**src/rtl/int_issue_exec_pkg.sv**
```systemverilog
// Shared integer-pipe definitions: ALU opcodes and default widths,
// used by dispatch, the integer issue queue and the execute unit.
package mips_int_pkg;

   localparam int DATA_W_DEF = 32;
   localparam int TAG_W_DEF  = 5;

   localparam logic [2:0] ALU_ADD = 3'b000;
   localparam logic [2:0] ALU_SUB = 3'b001;
   localparam logic [2:0] ALU_AND = 3'b010;
   localparam logic [2:0] ALU_OR  = 3'b011;
   localparam logic [2:0] ALU_SLT = 3'b100;
   localparam logic [2:0] ALU_SLL = 3'b101;
   localparam logic [2:0] ALU_SRL = 3'b110;
   localparam logic [2:0] ALU_SRA = 3'b111;

endpackage

```
**src/rtl/int_issue_exec_if.sv**
```systemverilog
// Issue-queue / CDB handshake bundle of the integer execute unit.
// master = queue/arbiter side, slave = execute unit.
interface int_issue_exec_if
   import mips_int_pkg::*;
#(
   parameter int DATA_W = DATA_W_DEF,
   parameter int TAG_W  = TAG_W_DEF
);
   logic              IssueQue_Ready;
   logic [DATA_W-1:0] IssueQue_Rs_Data;
   logic [DATA_W-1:0] IssueQue_Rt_Data;
   logic [TAG_W-1:0]  IssueQue_Rd_Tag;
   logic [2:0]        IssueQue_Opcode;
   logic [4:0]        IssueQue_Shfamt;
   logic              Issueblk_Issue;
   logic              Int_Cdb_Req;
   logic [TAG_W-1:0]  Int_Cdb_Tag;
   logic [DATA_W-1:0] Int_Cdb_Data;
   logic              Cdb_Grant;
   logic              RB_Flush_Valid;

   modport master (
      output IssueQue_Ready, IssueQue_Rs_Data, IssueQue_Rt_Data,
             IssueQue_Rd_Tag, IssueQue_Opcode, IssueQue_Shfamt,
             Cdb_Grant, RB_Flush_Valid,
      input  Issueblk_Issue, Int_Cdb_Req, Int_Cdb_Tag, Int_Cdb_Data
   );

   modport slave (
      input  IssueQue_Ready, IssueQue_Rs_Data, IssueQue_Rt_Data,
             IssueQue_Rd_Tag, IssueQue_Opcode, IssueQue_Shfamt,
             Cdb_Grant, RB_Flush_Valid,
      output Issueblk_Issue, Int_Cdb_Req, Int_Cdb_Tag, Int_Cdb_Data
   );

endinterface

```
**src/rtl/int_issue_exec_alu.sv**
```systemverilog
// Combinational integer ALU. Shifts exist only with INT_EXEC_SHIFT_EN defined;
// otherwise opcodes 101-111 return zero.
module int_alu
   import mips_int_pkg::*;
#(
   parameter int DATA_W = DATA_W_DEF
)(
   input  logic [2:0]        opcode,
   input  logic [4:0]        shfamt,
   input  logic [DATA_W-1:0] rs,
   input  logic [DATA_W-1:0] rt,
   output logic [DATA_W-1:0] result
);

`ifndef INT_EXEC_SHIFT_EN
   logic unused_shfamt;
   assign unused_shfamt = ^shfamt;
`endif

   always_comb begin
      result = '0;
      case (opcode)
         ALU_ADD: result = rs + rt;
         ALU_SUB: result = rs - rt;
         ALU_AND: result = rs & rt;
         ALU_OR:  result = rs | rt;
         ALU_SLT: result[0] = $signed(rs) < $signed(rt);
`ifdef INT_EXEC_SHIFT_EN
         ALU_SLL: result = rt << shfamt;
         ALU_SRL: result = rt >> shfamt;
         ALU_SRA: result = $signed(rt) >>> shfamt;
`endif
         default: result = '0;
      endcase
   end

endmodule

```
**src/rtl/int_issue_exec.sv**
```systemverilog
// Two-stage integer execute unit (EX -> WB) between the issue queue and the CDB.
// Shifter is built only when INT_EXEC_SHIFT_EN is defined.
module int_issue_exec
   import mips_int_pkg::*;
#(
   parameter int DATA_W = DATA_W_DEF,
   parameter int TAG_W  = TAG_W_DEF
)(
   input logic          Clk,
   input logic          Rst,
   int_issue_exec_if.slave bus
);

   logic              ex_valid;
   logic [2:0]        ex_opcode;
   logic [4:0]        ex_shfamt;
   logic [DATA_W-1:0] ex_rs;
   logic [DATA_W-1:0] ex_rt;
   logic [TAG_W-1:0]  ex_tag;

   logic              wb_valid;
   logic [TAG_W-1:0]  wb_tag;
   logic [DATA_W-1:0] wb_data;

   logic [DATA_W-1:0] alu_result;
   logic              wb_free;
   logic              ex_adv;
   logic              issue;

   int_alu #(.DATA_W(DATA_W)) u_alu (
      .opcode (ex_opcode),
      .shfamt (ex_shfamt),
      .rs     (ex_rs),
      .rt     (ex_rt),
      .result (alu_result)
   );

   // Rst gates issue so the queue never pops an entry while we are held in reset
   assign wb_free = ~wb_valid | bus.Cdb_Grant;
   assign ex_adv  = ex_valid & wb_free;
   assign issue   = bus.IssueQue_Ready & (~ex_valid | ex_adv) & ~bus.RB_Flush_Valid & ~Rst;

   assign bus.Issueblk_Issue = issue;
   assign bus.Int_Cdb_Req    = wb_valid;
   assign bus.Int_Cdb_Tag    = wb_tag;
   assign bus.Int_Cdb_Data   = wb_data;

   always_ff @(posedge Clk or posedge Rst) begin
      if (Rst) begin
         ex_valid  <= 1'b0;
         ex_opcode <= '0;
         ex_shfamt <= '0;
         ex_rs     <= '0;
         ex_rt     <= '0;
         ex_tag    <= '0;
      end else if (bus.RB_Flush_Valid) begin
         ex_valid <= 1'b0;
      end else if (issue) begin
         ex_valid  <= 1'b1;
         ex_opcode <= bus.IssueQue_Opcode;
         ex_shfamt <= bus.IssueQue_Shfamt;
         ex_rs     <= bus.IssueQue_Rs_Data;
         ex_rt     <= bus.IssueQue_Rt_Data;
         ex_tag    <= bus.IssueQue_Rd_Tag;
      end else if (ex_adv) begin
         ex_valid <= 1'b0;
      end
   end

   // A grant empties WB unless EX refills it on the same edge (back-to-back results)
   always_ff @(posedge Clk or posedge Rst) begin
      if (Rst) begin
         wb_valid <= 1'b0;
         wb_tag   <= '0;
         wb_data  <= '0;
      end else if (bus.RB_Flush_Valid) begin
         wb_valid <= 1'b0;
      end else if (ex_adv) begin
         wb_valid <= 1'b1;
         wb_tag   <= ex_tag;
         wb_data  <= alu_result;
      end else if (bus.Cdb_Grant) begin
         wb_valid <= 1'b0;
      end
   end

endmodule

```
**src/flat_wrapper.sv**
```systemverilog
// flat-port wrapper written by rule: the top's interface ports become plain ports
module int_issue_exec_flat import mips_int_pkg::*;
#(
   parameter int DATA_W = DATA_W_DEF,
   parameter int TAG_W  = TAG_W_DEF
)
  (Clk, Rst, bus_IssueQue_Ready, bus_IssueQue_Rs_Data, bus_IssueQue_Rt_Data, bus_IssueQue_Rd_Tag, bus_IssueQue_Opcode, bus_IssueQue_Shfamt, bus_Cdb_Grant, bus_RB_Flush_Valid, bus_Issueblk_Issue, bus_Int_Cdb_Req, bus_Int_Cdb_Tag, bus_Int_Cdb_Data);
  int_issue_exec_if #(.DATA_W(DATA_W), .TAG_W(TAG_W)) bus_i ();
  input logic Clk;
  input logic Rst;
  input wire logic [$bits(bus_i.IssueQue_Ready)-1:0] bus_IssueQue_Ready;
  input wire logic [$bits(bus_i.IssueQue_Rs_Data)-1:0] bus_IssueQue_Rs_Data;
  input wire logic [$bits(bus_i.IssueQue_Rt_Data)-1:0] bus_IssueQue_Rt_Data;
  input wire logic [$bits(bus_i.IssueQue_Rd_Tag)-1:0] bus_IssueQue_Rd_Tag;
  input wire logic [$bits(bus_i.IssueQue_Opcode)-1:0] bus_IssueQue_Opcode;
  input wire logic [$bits(bus_i.IssueQue_Shfamt)-1:0] bus_IssueQue_Shfamt;
  input wire logic [$bits(bus_i.Cdb_Grant)-1:0] bus_Cdb_Grant;
  input wire logic [$bits(bus_i.RB_Flush_Valid)-1:0] bus_RB_Flush_Valid;
  output wire logic [$bits(bus_i.Issueblk_Issue)-1:0] bus_Issueblk_Issue;
  output wire logic [$bits(bus_i.Int_Cdb_Req)-1:0] bus_Int_Cdb_Req;
  output wire logic [$bits(bus_i.Int_Cdb_Tag)-1:0] bus_Int_Cdb_Tag;
  output wire logic [$bits(bus_i.Int_Cdb_Data)-1:0] bus_Int_Cdb_Data;
  assign bus_i.IssueQue_Ready = bus_IssueQue_Ready;
  assign bus_i.IssueQue_Rs_Data = bus_IssueQue_Rs_Data;
  assign bus_i.IssueQue_Rt_Data = bus_IssueQue_Rt_Data;
  assign bus_i.IssueQue_Rd_Tag = bus_IssueQue_Rd_Tag;
  assign bus_i.IssueQue_Opcode = bus_IssueQue_Opcode;
  assign bus_i.IssueQue_Shfamt = bus_IssueQue_Shfamt;
  assign bus_i.Cdb_Grant = bus_Cdb_Grant;
  assign bus_i.RB_Flush_Valid = bus_RB_Flush_Valid;
  assign bus_Issueblk_Issue = bus_i.Issueblk_Issue;
  assign bus_Int_Cdb_Req = bus_i.Int_Cdb_Req;
  assign bus_Int_Cdb_Tag = bus_i.Int_Cdb_Tag;
  assign bus_Int_Cdb_Data = bus_i.Int_Cdb_Data;
  int_issue_exec #(.DATA_W(DATA_W), .TAG_W(TAG_W)) u_core (.Clk(Clk), .Rst(Rst), .bus(bus_i));
endmodule
```
**config.mk**
```make
export PLATFORM = sky130hd
export DESIGN_NAME = int_issue_exec_flat
export DESIGN_NICKNAME = d
export VERILOG_FILES = /design/src/rtl/int_issue_exec_pkg.sv /design/src/rtl/int_issue_exec_if.sv /design/src/rtl/int_issue_exec_alu.sv /design/src/rtl/int_issue_exec.sv /design/src/flat_wrapper.sv
export SDC_FILE = /design/constraint.sdc
export NUM_CORES = 1
export LEC_CHECK = 0
export CAP_MARGIN = 20
export CORE_ASPECT_RATIO = 1.2
export CORE_MARGIN = 2
export CORE_UTILIZATION = 51
export DETAILED_ROUTE_END_ITERATION = 16
export PLACE_DENSITY = 0.79
export SLEW_MARGIN = 20
export SYNTH_ARGS = -nofsm -noshare
export SYNTH_HDL_FRONTEND = slang
export SYNTH_HIERARCHICAL = 1
export SYNTH_SLANG_ARGS = --single-unit
```
**constraint.sdc**
```tcl
create_clock -name Clk -period 5.5 [get_ports Clk]
set_clock_uncertainty 0.15 [all_clocks]
set_input_delay 0.825 -clock Clk [delete_from_list [all_inputs] [get_ports Clk]]
set_output_delay 0.825 -clock Clk [all_outputs]
set_load 0.02 [all_outputs]
```
==> PnR_summary.wiki <==
{| class="wikitable"
! Metric !! Value
|-
| Combined flip-flop and latch cell area || 0.00278 mm2
|-
| IR drop worst, VDD || 0.000213 V
|-
| CP max FO || 9
|-
| Setup repair bufs after CTS || 0
|-
| Static Leak || around 4.7 nW
|-
| Fin crit period || approximately 4 ns
|-
| DRT Wirelength || roughly 22000 um
|-
| Number of warnings printed during yosys synthesis || 6
|-
| Crit end category || flop
|-
| All-Layer GR Usage || roughly 23%
|-
| Hold-fix buffers, CTS || 0
|-
| Final Setup Violations || 0
|-
| Number of max-slew violations in the final report || 0
|-
| Worst hold margin || 0.356 ns
|-
| Synthesized Nets || 1126
|-
| Filler instances || approximately 1.6k
|-
| RSZ-0062 raised after global routing || false
|-
| Number of antenna violations at the first check in global routing || 0
|-
| Clock sink count || 111
|-
| Number of clock buffers inserted by TritonCTS || 9
|-
| Post-layout util || between 50% and 60%
|-
| Dpl hpwl || between 15000 and 20000 um
|-
| Post-route setup TNS || 0 ns
|-
| Global placer's final weighted congestion || about 0.93
|-
| Clock tree from TritonCTS || built
|-
| Routed wire per std cell || 17.6 um
|-
| Element type at the critical path start || flop
|-
| Number of violations of the max-capacitance limit || 0
|-
| Placed cells || ~1.2k
|-
| Critical setup path kind || reg -> reg
|-
| FP Rows || 53
|-
| Worst Setup Slack, final || ~1.5 ns
|-
| Routed via count || approximately 7.5k
|-
| Full die area || 0.0189 mm2
|-
| Level count of the clock H-tree || 3
|-
| Clock latency at the later pin of the worst-skew pair || approximately 0.36 ns
|-
| Final standard cell count with taps included and fillers excluded || about 1.2k
|-
| Detailed-routing iteration count for the pre-antenna-repair pass || 6
|-
| Required time of the critical path || approximately 5.6 ns
|-
| Worst min path class || reg -> reg
|-
| Run status || finished, final reports clean
|-
| Count of endpoints failing hold in the final timing report || 0
|-
| Fraction of layout instances using a drive strength above 1 || 16.4%
|-
| Height of the die || approximately 150 um
|-
| Number of instances resized during post-cts repair || 0
|-
| Final ANT Viol Nets || 0
|-
| Starting density of the core || between 50% and 60%
|-
| Number of placed I/O pins || around 120
|-
| Worst slack after detailed placement || 1.63 ns
|-
| Syn-to-layout area delta || 15.3%
|-
| Die X || around 130 um
|-
| Maximum buffer depth of the clock tree || 2
|-
| Number of global-route vias before repair || 7352
|-
| Total standard cell area after synthesis || between 0.009 and 0.01 mm2
|-
| Iteration-0 DRC Markers || 587
|-
| Gate count after technology mapping || roughly 940
|-
| Vias per cell || 5.99
|-
| Final critical-path share of the clock period || between 70% and 80%
|-
| Maximum number of pins on one net before global-route repair || 74
|-
| Nets || 1205
|-
| Area occupied by multi-input gates || approximately 0.0056 mm2
|-
| Remaining routing DRC violations || 0
|-
| CP Data Arrival Time || roughly 4 ns
|-
| Reg clk slew, reported paths || roughly 0.08 ns
|-
| Maximum operating frequency || approximately 0.25 GHz
|-
| Worst-case headroom to the max-slew limit || ~28%
|-
| Syn_area_per_cell || about 9.7 um2
|-
| Total grt overflow || 0
|-
| Areal power density over the cells || 416 mW/mm2
|-
| First-pass GRT wire length || approximately 36000 um
|-
| Std-Cell Core Area || 0.0175 mm2
|-
| CTS Root Cell || clkbuf_16
|-
| Antenna fix cells || 0
|-
| Port Buf Inserts || ~120
|-
| Worst Max-Slew Pin Slew || approximately 1.1 ns
|}
==> sequential cells by signal, summed over array words and instances (netlist names) <==
signal	flops
u_core/bus.Int_Cdb_Data	32
u_core/ex_rs	32
u_core/ex_rt	32
u_core/bus.Int_Cdb_Tag	5
u_core/ex_tag	5
u_core/ex_opcode	3
u_core/bus.Int_Cdb_Req	1
u_core/ex_valid	1
==> metal layers <==
metal | GRT usage [%] | vias to the layer above | share of wire [%]
met1 | 29.0 | 3576 | 43
met4 | 9.07 | 0 | 3.5
met3 | 3.41 | 66 | 4.7
li1 | - | 3559 | -
met5 | 0 | - | 0
met2 | 40.5 | 273 | 49
==> report_power, final <==
group	switching [mW]	leakage (nW)	internal [mW]	total [mW]
registers	0.182	1.34	1.05	1.23
logic	1.38	3.26	1.10	2.49
clock network	0.334	0.140	0.321	0.655
==> worst paths after layout <==
path	cells after the start	slack, ns	start	endpoint
min reg2reg	1	0.36	u_core/bus.Int_Cdb_Data[17]$_DFFE_PP0P_	u_core/bus.Int_Cdb_Data[17]$_DFFE_PP0P_
min	1	0.36	u_core/bus.Int_Cdb_Data[17]$_DFFE_PP0P_	u_core/bus.Int_Cdb_Data[17]$_DFFE_PP0P_
max reg2reg	13	1.52	u_core/ex_rs[4]$_DFFE_PP0P_	u_core/bus.Int_Cdb_Data[31]$_DFFE_PP0P_
max	13	1.52	u_core/ex_rs[4]$_DFFE_PP0P_	u_core/bus.Int_Cdb_Data[31]$_DFFE_PP0P_
max in group asynchronous	3	3.27	Rst	u_core/ex_rt[16]$_DFFE_PP0P_
min in group asynchronous	2	0.89	Rst	u_core/bus.Int_Cdb_Tag[4]$_DFFE_PP0P_
==> critical path: stages (launching register included) <==
cell,delay (ns)
dfrtp_1,0.40
inv_1,0.06
ha_1,0.44
nor2_1,0.12
a211oi_1,0.29
o21ai_1,0.17
a31oi_2,0.40
o211ai_1,0.29
a211oi_1,0.62
o31ai_1,0.17
a21o_1,0.22
a21oi_1,0.16
o22ai_1,0.09
mux2_2,0.28
==> stage by stage <==
step	total power [mW]	area, um2
final	4.37	10500
after global routing	4.67	10500
after CTS	4.37	10500
after detailed placement	3.70	10200
after global placement	3.65	10200
after floorplan	3.03	9100
==> final cells by class <==
type	instances	area share (%)
well taps	220	2.62
flip-flops and latches	111	26.5
inverters	96	3.46
clock inverters	7	0.727
repair buffers	124	11.6
multi-input cells	680	53.0
clock buffers	9	2.15
==> layout by cell type, fill, tap and decap left out, types with 5 or more instances in the layout <==
cell / n
nand2_1: 43
a21o_1: 10
clkdlybuf4s50_1: 115
o21ai_1: 5
a221o_1: 19
a31oi_1: 5
mux2_2: 90
a21oi_1: 63
a211oi_1: 10
inv_1: 95
nor2_1: 88
nand4_1: 7
o22ai_1: 8
o221ai_1: 21
nand3_1: 14
ha_1: 99
nor3_1: 13
a221oi_1: 10
o31ai_1: 5
o21ai_0: 23
nor2b_1: 9
or3_1: 8
o21bai_1: 11
buf_4: 9
o211ai_1: 14
clkbuf_16: 9
mux2_4: 19
dfrtp_1: 111
nor4_1: 7
Power figures use the tool's default switching activity.
